**config.mk**
```make
export PLATFORM = sky130hd
export DESIGN_NAME = hex_scan_driver
export DESIGN_NICKNAME = d
export VERILOG_FILES = /design/src/rtl/hex_scan_driver_pkg.sv /design/src/rtl/hex_scan_driver_hex7seg.sv /design/src/rtl/hex_scan_driver.sv
export SDC_FILE = /design/constraint.sdc
export NUM_CORES = 1
export LEC_CHECK = 0
export ABC_AREA = 1
export CORE_MARGIN = 8
export CORE_UTILIZATION = 45
export CTS_CLUSTER_DIAMETER = 150
export DETAILED_ROUTE_END_ITERATION = 10
export MAX_ROUTING_LAYER = met4
export PLACE_DENSITY = 0.65
export SETUP_SLACK_MARGIN = 0.02
export SYNTH_ARGS = -nofsm -noshare
export SYNTH_HDL_FRONTEND = slang
export SYNTH_SLANG_ARGS = --single-unit
```
**constraint.sdc**
```tcl
create_clock -name clk -period 4.5 [get_ports clk]
set_clock_uncertainty 0.2 [all_clocks]
set_input_delay 0.9 -clock clk [delete_from_list [all_inputs] [get_ports clk]]
set_output_delay 0.9 -clock clk [all_outputs]
set_load 0.005 [all_outputs]
```
**src/rtl/hex_scan_driver_pkg.sv**
```systemverilog
// Shared types and helpers for the multiplexed hex display scanner.
// Holds the scan state encoding, the all-off segment pattern and the
// counter width helper used to size the dwell/gap counter.
package hex_scan_driver_pkg;

  typedef enum logic {
    GAP   = 1'b0,
    DRIVE = 1'b1
  } scan_state_e;

  // Active-low segments: all ones means every segment is dark.
  localparam logic [0:6] SEG_BLANK = 7'b1111111;

  // Bits needed to count 0..max(a,b)-1; never less than one bit.
  function automatic int cnt_width(input int a, input int b);
    int m;
    m = (a > b) ? a : b;
    return (m <= 1) ? 1 : $clog2(m);
  endfunction

endpackage

```
**src/rtl/hex_scan_driver_hex7seg.sv**
```systemverilog
// Hex nibble to active-low 7-segment decoder, segment order a..g = [0:6].
// Purely combinational, zero latency.
// No flow control; output follows the input.
module hex_scan_driver_hex7seg (
  input  logic [3:0] nibble_i,
  output logic [0:6] seg_o
);

  // Standard hex glyph table, 0 = segment lit.
  always_comb begin
    seg_o = 7'b1111111;
    case (nibble_i)
      4'h0: seg_o = 7'b0000001;
      4'h1: seg_o = 7'b1001111;
      4'h2: seg_o = 7'b0010010;
      4'h3: seg_o = 7'b0000110;
      4'h4: seg_o = 7'b1001100;
      4'h5: seg_o = 7'b0100100;
      4'h6: seg_o = 7'b0100000;
      4'h7: seg_o = 7'b0001111;
      4'h8: seg_o = 7'b0000000;
      4'h9: seg_o = 7'b0000100;
      4'hA: seg_o = 7'b0001000;
      4'hB: seg_o = 7'b1100000;
      4'hC: seg_o = 7'b0110001;
      4'hD: seg_o = 7'b1000010;
      4'hE: seg_o = 7'b0110000;
      4'hF: seg_o = 7'b0111000;
      default: seg_o = 7'b1111111;
    endcase
  end

endmodule

```
**src/rtl/hex_scan_driver.sv**
```systemverilog
// Time-multiplexes a NUM_DIGITS hex word onto one shared 7-segment bus.
// Outputs are registered and describe the current scan slot; new words
// are staged in a pending register and applied only at a frame boundary.
module hex_scan_driver
  import hex_scan_driver_pkg::*;
#(
  parameter  int NUM_DIGITS   = 4,
  parameter  int DWELL_CYCLES = 50000,
  parameter  int GAP_CYCLES   = 2,
  localparam int DATA_W       = 4 * NUM_DIGITS
) (
  input  logic                  clk,
  input  logic                  reset,
  input  logic                  load,
  input  logic [DATA_W-1:0]     data_in,
  input  logic [NUM_DIGITS-1:0] blank_mask,
  output logic                  load_ack,
  output logic                  pending,
  output logic                  frame_done,
  output logic [NUM_DIGITS-1:0] digit_en_n,
  output logic [0:6]            seg,
  output logic [3:0]            cur_nibble
);

  localparam int CW = cnt_width(DWELL_CYCLES, GAP_CYCLES);
  localparam int IW = $clog2(NUM_DIGITS);

  localparam logic [CW-1:0] DWELL_LAST = CW'(DWELL_CYCLES - 1);
  localparam logic [CW-1:0] GAP_LAST   = CW'(GAP_CYCLES - 1);
  localparam logic [IW-1:0] IDX_LAST   = IW'(NUM_DIGITS - 1);

  scan_state_e           state_q, state_d;
  logic [CW-1:0]         cnt_q, cnt_d;
  logic [IW-1:0]         idx_q, idx_d;
  // The gap right after reset leads into digit 0 rather than following a
  // digit, so it must neither advance the index nor count as a boundary.
  logic                  start_gap_q, start_gap_d;
  logic [DATA_W-1:0]     active_q, active_d;
  logic [DATA_W-1:0]     pword_q, pword_d;
  logic                  pend_q, pend_d;
  logic                  boundary;

  logic                  ack_q;
  logic                  fd_q, fd_d;
  logic [NUM_DIGITS-1:0] en_n_q, en_n_d;
  logic [0:6]            seg_q, seg_d;
  logic [3:0]            nib_q, nib_sel;
  logic [0:6]            hex_seg;
  logic                  show;

  // Scan sequencing plus the pending/active word handoff.
  always_comb begin
    state_d     = state_q;
    cnt_d       = cnt_q + 1'b1;
    idx_d       = idx_q;
    start_gap_d = start_gap_q;
    active_d    = active_q;
    pword_d     = pword_q;
    pend_d      = pend_q;
    boundary    = 1'b0;
    case (state_q)
      DRIVE: begin
        if (cnt_q == DWELL_LAST) begin
          cnt_d   = '0;
          state_d = GAP;
        end
      end
      GAP: begin
        if (cnt_q == GAP_LAST) begin
          cnt_d       = '0;
          state_d     = DRIVE;
          start_gap_d = 1'b0;
          if (!start_gap_q) begin
            boundary = (idx_q == IDX_LAST);
            idx_d    = (idx_q == IDX_LAST) ? '0 : idx_q + 1'b1;
          end
        end
      end
      default: begin
        state_d = GAP;
        cnt_d   = '0;
      end
    endcase
    // Transfer first so a same-cycle load lands in the freshly freed slot.
    if (boundary && pend_q) begin
      active_d = pword_q;
      pend_d   = 1'b0;
    end
    if (load) begin
      pword_d = data_in;
      pend_d  = 1'b1;
    end
  end

  assign nib_sel = active_d[{idx_d, 2'b00} +: 4];

  hex_scan_driver_hex7seg u_hex7seg (
    .nibble_i (nib_sel),
    .seg_o    (hex_seg)
  );

  // Output values for the slot being entered, so pins track the state.
  always_comb begin
    show   = (state_d == DRIVE) && !blank_mask[idx_d];
    en_n_d = '1;
    seg_d  = SEG_BLANK;
    if (show) begin
      en_n_d[idx_d] = 1'b0;
      seg_d         = hex_seg;
    end
    fd_d = (state_d == GAP) && (cnt_d == GAP_LAST) &&
           (idx_d == IDX_LAST) && !start_gap_d;
  end

  // State and output registers; reset blanks the display immediately.
  always_ff @(posedge clk or posedge reset) begin
    if (reset) begin
      state_q     <= GAP;
      cnt_q       <= '0;
      idx_q       <= '0;
      start_gap_q <= 1'b1;
      active_q    <= '0;
      pword_q     <= '0;
      pend_q      <= 1'b0;
      ack_q       <= 1'b0;
      fd_q        <= 1'b0;
      en_n_q      <= '1;
      seg_q       <= SEG_BLANK;
      nib_q       <= '0;
    end else begin
      state_q     <= state_d;
      cnt_q       <= cnt_d;
      idx_q       <= idx_d;
      start_gap_q <= start_gap_d;
      active_q    <= active_d;
      pword_q     <= pword_d;
      pend_q      <= pend_d;
      ack_q       <= load;
      fd_q        <= fd_d;
      en_n_q      <= en_n_d;
      seg_q       <= seg_d;
      nib_q       <= nib_sel;
    end
  end

  assign load_ack   = ack_q;
  assign pending    = pend_q;
  assign frame_done = fd_q;
  assign digit_en_n = en_n_q;
  assign seg        = seg_q;
  assign cur_nibble = nib_q;

endmodule
```
==> results of run 1 <==
-- cells by family (layout without fill, tap and decap cells) --
kind of cell	after synthesis	count (layout)	share of synthesized area (%)
AOI/OAI and AO/OA	27	27	4.57
xor gates and xnor gates	5	5	1.20
buffers and inverters	61	113	7.11
DFF	70	70	48.5
and+or+nand+nor	261	261	35.5
adders and majority gates	9	9	3.09
-- metrics by stage --
step	utilization, %	setup slack, ps	cell area (µm²)
global placement	51.4	1570	4140
floorplan	-	1650	3640
CTS	54.0	1420	4350
finish	54.0	1420	4350
detailed placement	51.4	1460	4140
global route	54.0	1160	4350
-- cell type report --
class | count | share of cell area [%]
clock buffer | 11 | 3.48
clock inverter | 5 | 1.29
inverter | 54 | 4.66
multi-input combinational | 302 | 37.2
sequential | 70 | 40.6
tap | 105 | 3.02
timing repair buffer | 43 | 9.72
-- worst min path at each step --
| stage | slack, ps | endpoint | start |
|---|---|---|---|
| 2_1_floorplan | 240 | active_q[10]$_DFF_PP0_ | active_q[10]$_DFF_PP0_ |
| 3_3_place_gp | 250 | active_q[2]$_DFF_PP0_ | active_q[2]$_DFF_PP0_ |
| 3_5_place_dp | 260 | active_q[6]$_DFF_PP0_ | active_q[6]$_DFF_PP0_ |
| 4_1_cts | 280 | active_q[6]$_DFF_PP0_ | active_q[6]$_DFF_PP0_ |
| 5_1_grt | 280 | active_q[6]$_DFF_PP0_ | active_q[6]$_DFF_PP0_ |
| 6_report | 270 | active_q[14]$_DFF_PP0_ | active_q[14]$_DFF_PP0_ |
-- layout by cell type (no fill, tap or decap), types with 4 or more instances in the layout --
cell type / instances
nor2_4: 7
nand2_1: 141
dfrtp_1: 58
inv_1: 49
nand2_2: 14
nand4_1: 19
o21ai_0: 14
ha_1: 9
dfstp_2: 12
nand3_1: 22
nor3_1: 8
nor2_2: 4
clkdlybuf4s50_1: 40
clkbuf_8: 11
o21ai_2: 5
nand2_4: 8
nor2_1: 32
-- registers in the layout, indices dropped and copies added (netlist names) --
name and flops:
active_q 16, cnt_q 16, cur_nibble 4, digit_en_n 4, frame_done 1, idx_q 2, load_ack 1, pending 1
pword_q 16, seg 7, start_gap_q 1, state_q 1
-- power breakdown --
part	total [µW]	internal, µW	switching (µW)
clock	525	286	239
combinational	66.3	32.0	34.3
sequential	654	648	6.11
-- metal layers --
metal  vias up  share of wire, %  track usage, %
met4         0               2.5            7.54
met2        74                45            23.7
met1      1291                48            19.0
li1       1474                 -               -
met3        15               4.4            3.33
met5         -                 0               -
-- worst max-delay path: stages, from the launching register on --
cell     delay, ps
dfrtp_1        400
inv_1          100
ha_1           180
nand2_1        100
nor2_4         190
nand2_4         90
nor2_8         160
nand3_4        290
nand2_1        170
o21ai_2         70
nand2_1         80
nand2_2         70
nor2_4         190
inv_2           80
ha_1           230
inv_1          110
nor2_1          70
a21oi_2        140
nand2_1         70
==> metrics.md, run 1 <==
| Metric | Value |
|---|---|
| Final cell count without fillers | `590` |
| Leakage power | `0.00225 µW` |
| Crit-path max FO | `24` |
| DR iter-0 viols | `64` |
| Worst-case reg-to-reg path depth | `18` |
| Row cnt | `33` |
| Pwr Density | `286 nW/µm²` |
| Cell count after synthesis | `433` |
| Period minus WS final | `3080 ps` |
| Clock root buffer master | `clkbuf_8` |
| Most used DFF post-synth | `dfrtp_1` |
| Avg Cell Area, Syn | `8.41 µm²` |
| Layout net count | `512` |
| Dpl cells | `574` |
| Post-route DRC | `0` |
| Netlist cell types | `31` |
| Cell area after synthesis | `3640 µm²` |
| Worst EP required | `4580 ps` |
| Pin count of the biggest net entering global routing | `29` |
| Worst-path clk slew | `90 ps` |
| Worst hold margin | `270 ps` |
| Slew of the pin with the lowest slew margin | `606 ps` |
| Fill count | `772` |
| Antenna Nets Post-Route | `0` |
| CTS resizes | `0` |
| CP startpoint | `cnt_q[1]$_DFF_PP0_` |
| Hpwl dp | `5890 µm` |
| Initial antenna violation count | `0` |
| H-tree levels | `3` |
| Worst Hold Class | `reg -> reg` |
| CTS tree | `yes` |
| Total Wirelength | `7650 µm` |
| GRT Util Overall | `15.4%` |
| Ports | `41` |
| Die ar. | `11200 µm²` |
| Sequential area share after synthesis | `48.5%` |
| Fraction of registers with async set/reset | `100%` |
| VDD IR-drop max | `0.166 mV` |
| CTS buffer count | `9` |
| Share of post-route cells with drive strength above 1 | `16.1%` |
| Grt ovf | `0` |
| Postcts setup bufs | `0` |
| Dominant cell by count in the synthesized netlist | `nand2_1` |
| PortBufs | `40` |
| Slew Viols, Final | `0` |
| Type of element capturing the critical path | `flop` |
| Via Count | `2854` |
| Yosys reg bits | `70` |
| Power, Total | `1250 µW` |
| Vias per Instance | `4.84` |
| Area occupied by multi-input gates | `1620 µm²` |
| Post-synth EDFFs | `0` |
| Vias in the first global route | `2917` |
| Fin crit share | `68.4%` |
| N_diodes | `0` |
| Normalized max-slew margin | `59.5%` |
| Starting Density | `45.3%` |
| MaxCap Viol Count | `0` |
| Number of setup violations in the final report | `0` |
| Synth area leader | `dfrtp_1` |
| RR Startpoint | `cnt_q[1]$_DFF_PP0_` |
| Register area | `1770 µm²` |
| Unrepaired setup endpoints after global routing | `false` |
| Crit Path Class | `reg -> reg` |
| DIE WIDTH | `106 µm` |
| Status | `finished, final reports clean` |
| Post-Syn Nets | `465` |
| FMAX | `0.325 GHz` |
| Clk_lat worst skew | `350 ps` |
| CTS Sinks | `70` |
| Max clock buf depth | `2` |
| YS warnings | `0` |
| Final setup TNS | `0 ps` |
| Post-synth top area share | `39.8%` |
| Final hold viol count | `0` |
| Hold depth | `2` |
| RD Place Congestion | `0.896` |
| Most frequent cells after synthesis | `nand2_1 (141), dfrtp_1 (58), inv_1 (50), nor2_1 (32), nand3_1 (22)` |
| Crit path to | `seg[0]$_DFF_PP1_` |
| Area added between synthesis and finish | `19.4%` |
| Critical Path Start Type | `flop` |
| Core area | `8050 µm²` |
| Routed WL per cell | `13.0 µm` |
| Global-route wire length before repair | `13700 µm` |
| DRT Pass-1 Iters | `4` |
| CTS Hold Bufs | `0` |
| R2r endpoint | `seg[0]$_DFF_PP1_` |
| Area contributors post-synth | `dfrtp_1 (40%), nand2_1 (15%), dfstp_2 (8.7%)` |
| CP arrival | `3150 ps` |
| Die Y | `106 µm` |
| R2R Setup Slk | `1420 ps` |
No activity file was read; power rests on OpenSTA's default activity.
==> inputs of run 2 (changes only) <==
- PLACE_DENSITY: 0.65 -> 0.68
- clock period: 4.5 -> 2.67 ns (I/O delays scaled with it)
==> metrics.md, run 2 (synthesized netlist as in run 1, its figures left out) <==
| Metric | Value |
|---|---|
| Clock root buffer master | `clkbuf_8` |
| Fill count | `706` |
| Grt ovf | `0` |
| Slew of the pin with the lowest slew margin | `410 ps` |
| Largest registers | `active_q x16, cnt_q x16, pword_q x16` |
| Post-route DRC | `0` |
| R2R Setup Slk | `20 ps` |
| Combinational power share | `5.5%` |
| Final hold viol count | `0` |
| Worst-case reg-to-reg path depth | `17` |
| Buf+Inv Stages, Crit Path | `2` |
| CTS Hold Bufs | `0` |
| Antenna Nets Post-Route | `0` |
| Crit Path Class | `reg -> reg` |
| R2r endpoint | `seg[3]$_DFF_PP1_` |
| Slew Viols, Final | `0` |
| Pin count of the biggest net entering global routing | `71` |
| Worst-path clk slew | `80 ps` |
| Period minus WS final | `2650 ps` |
| CTS tree | `yes` |
| Leakage power | `0.00244 µW` |
| Cells along the critical path | `nor2_2 > nand2_2 > nor2_4 > nand2_4 > nor2_8 > nand3_4 > buf_6 > o21ai_2 > nand2_1 > nand2_2 > nor2_4 > buf_6 > ha_2 > nand2_2 > nand2_2 > nand2_1 > nand3_1` |
| Row cnt | `33` |
| Pwr Density | `436 nW/µm²` |
| Final cell count without fillers | `626` |
| Routed WL per cell | `13.6 µm` |
| Core area | `8050 µm²` |
| Fin crit share | `99.2%` |
| Net switching power | `501 µW` |
| Pre-CTS setup slack | `-66.3 ps` |
| RR Startpoint | `cnt_q[11]$_DFF_PP0_` |
| Worst EP required | `2740 ps` |
| RD Place Congestion | `0.892` |
| Slowest stage cell on the critical path | `dfrtp_1` |
| Unrepaired setup endpoints after global routing | `true` |
| Number of setup violations in the final report | `0` |
| Global-route wire length before repair | `14200 µm` |
| Crit-path max FO | `7` |
| DR iter-0 viols | `71` |
| Total Wirelength | `8500 µm` |
| Initial antenna violation count | `0` |
| Hpwl dp | `5980 µm` |
| Status | `finished, final reports clean` |
| MaxCap Viol Count | `0` |
| Worst Hold Class | `reg -> reg` |
| Clock Power Share | `41.8%` |
| Crit path to | `seg[3]$_DFF_PP1_` |
| Normalized max-slew margin | `72.4%` |
| Clk_lat worst skew | `350 ps` |
| GRT Util Overall | `16.0%` |
| DRT Pass-1 Iters | `5` |
| Seq pwr share | `52.8%` |
| Switching portion of total power | `24.0%` |
| Commonest non-fill, non-tap cell in the layout | `nand2_1` |
| Die Y | `106 µm` |
| H-tree levels | `3` |
| FMAX | `0.378 GHz` |
| Vias in the first global route | `3077` |
| N_diodes | `0` |
| PortBufs | `40` |
| Critical Path Start Type | `flop` |
| Final setup margin | `22.7 ps` |
| DIE WIDTH | `106 µm` |
| CP arrival | `2710 ps` |
| Commonest non-fill, non-tap cells in the layout | `nand2_1 (131), dfrtp_1 (58), inv_1 (47)` |
| CP Depth | `17` |
| Vias per Instance | `4.84` |
| CTS Sinks | `70` |
| Max clock buf depth | `2` |
| Type of element capturing the critical path | `flop` |
| Cell mode on critical path | `nand2_2` |
| Top delay family on crit path | `simple AND/OR/NAND/NOR gates` |
| Starting Density | `45.3%` |
| Internal power | `1590 µW` |
| Die ar. | `11200 µm²` |
| Max stage delay on crit path | `410 ps` |
| VDD IR-drop max | `0.335 mV` |
| Share of post-route cells with drive strength above 1 | `26.3%` |
| Area added between synthesis and finish | `31.3%` |
| Ports | `41` |
| Dpl cells | `597` |
| CTS buffer count | `9` |
| CP startpoint | `cnt_q[11]$_DFF_PP0_` |
| Layout net count | `548` |
| Via Count | `3030` |
-- run 2: cell types whose count changed in the layout (fill, tap and decap cells not counted), moves of 4 or more --
cell     change
nand2_2      +9
nor2_1       -4
buf_6        +6
ha_1         -6
nand2_1     -10
buf_4       +27
ha_4         +5
-- run 2: power by group through the flow --
stage                     sequential, µW  clock [µW]  combinational [µW]
after detailed placement            1120           0                 116
after global routing                1100         935                 129
after floorplan                     1120           0                50.9
after CTS                           1100         881                 117
after global placement              1120           0                 114
final                               1100         871                 114
-- run 2: tightest hold or removal path, delay by kind of cell (launching register included) --
| kind | cells | cell delay [ps] |
|---|---|---|
| and+or+nand+nor | 2 | 120 |
| DFF | 1 | 320 |
-- run 2: metal layers --
| layer | wire (µm) | part of all wire, % | track usage [%] |
|---|---|---|---|
| met3 | 329 | 3.9 | 3.21 |
| met2 | 4180 | 49 | 25.3 |
| met1 | 3860 | 45 | 19.4 |
| met5 | 0 | 0 | - |
| met4 | 136 | 1.6 | 6.83 |
-- run 2: repair_timing --
item                       4_1_cts  5_1_grt
setup buffers                    0       11
cloned                           1        1
gates resized for setup          2       38
setup endpoints to repair        6        8
pin swaps                        0       22
-- run 2: area by class of cell --
cell class | count | area [µm²] | share of cell area (%)
inverter | 54 | 208 | 4.34
timing repair buffer | 77 | 713 | 14.9
clock buffer | 10 | 128 | 2.67
multi-input combinational | 304 | 1770 | 37.0
sequential | 70 | 1770 | 36.9
clock inverter | 6 | 68.8 | 1.44
tap | 105 | 131 | 2.75
-- run 2: worst min path at each step --
stage | cells past startpoint | to | startpoint
finish | 2 | active_q[10]$_DFF_PP0_ | active_q[10]$_DFF_PP0_
global route | 2 | pword_q[2]$_DFFE_PP0P_ | pword_q[2]$_DFFE_PP0P_
CTS | 2 | start_gap_q$_DFF_PP1_ | start_gap_q$_DFF_PP1_
detailed placement | 2 | active_q[0]$_DFF_PP0_ | active_q[0]$_DFF_PP0_
global placement | 2 | start_gap_q$_DFF_PP1_ | start_gap_q$_DFF_PP1_
floorplan | 2 | active_q[10]$_DFF_PP0_ | active_q[10]$_DFF_PP0_
-- run 2: metrics by stage --
step	area [µm²]	hold WS, ps	power, µW	util [%]	TNS (ps)
after global placement	4330	255	1230	53.7	0
after global routing	4780	295	2170	59.4	-893
final	4780	275	2090	59.4	0
after CTS	4550	275	2100	56.5	0
after detailed placement	4330	262	1240	53.7	-135
after floorplan	3640	238	1170	-	0
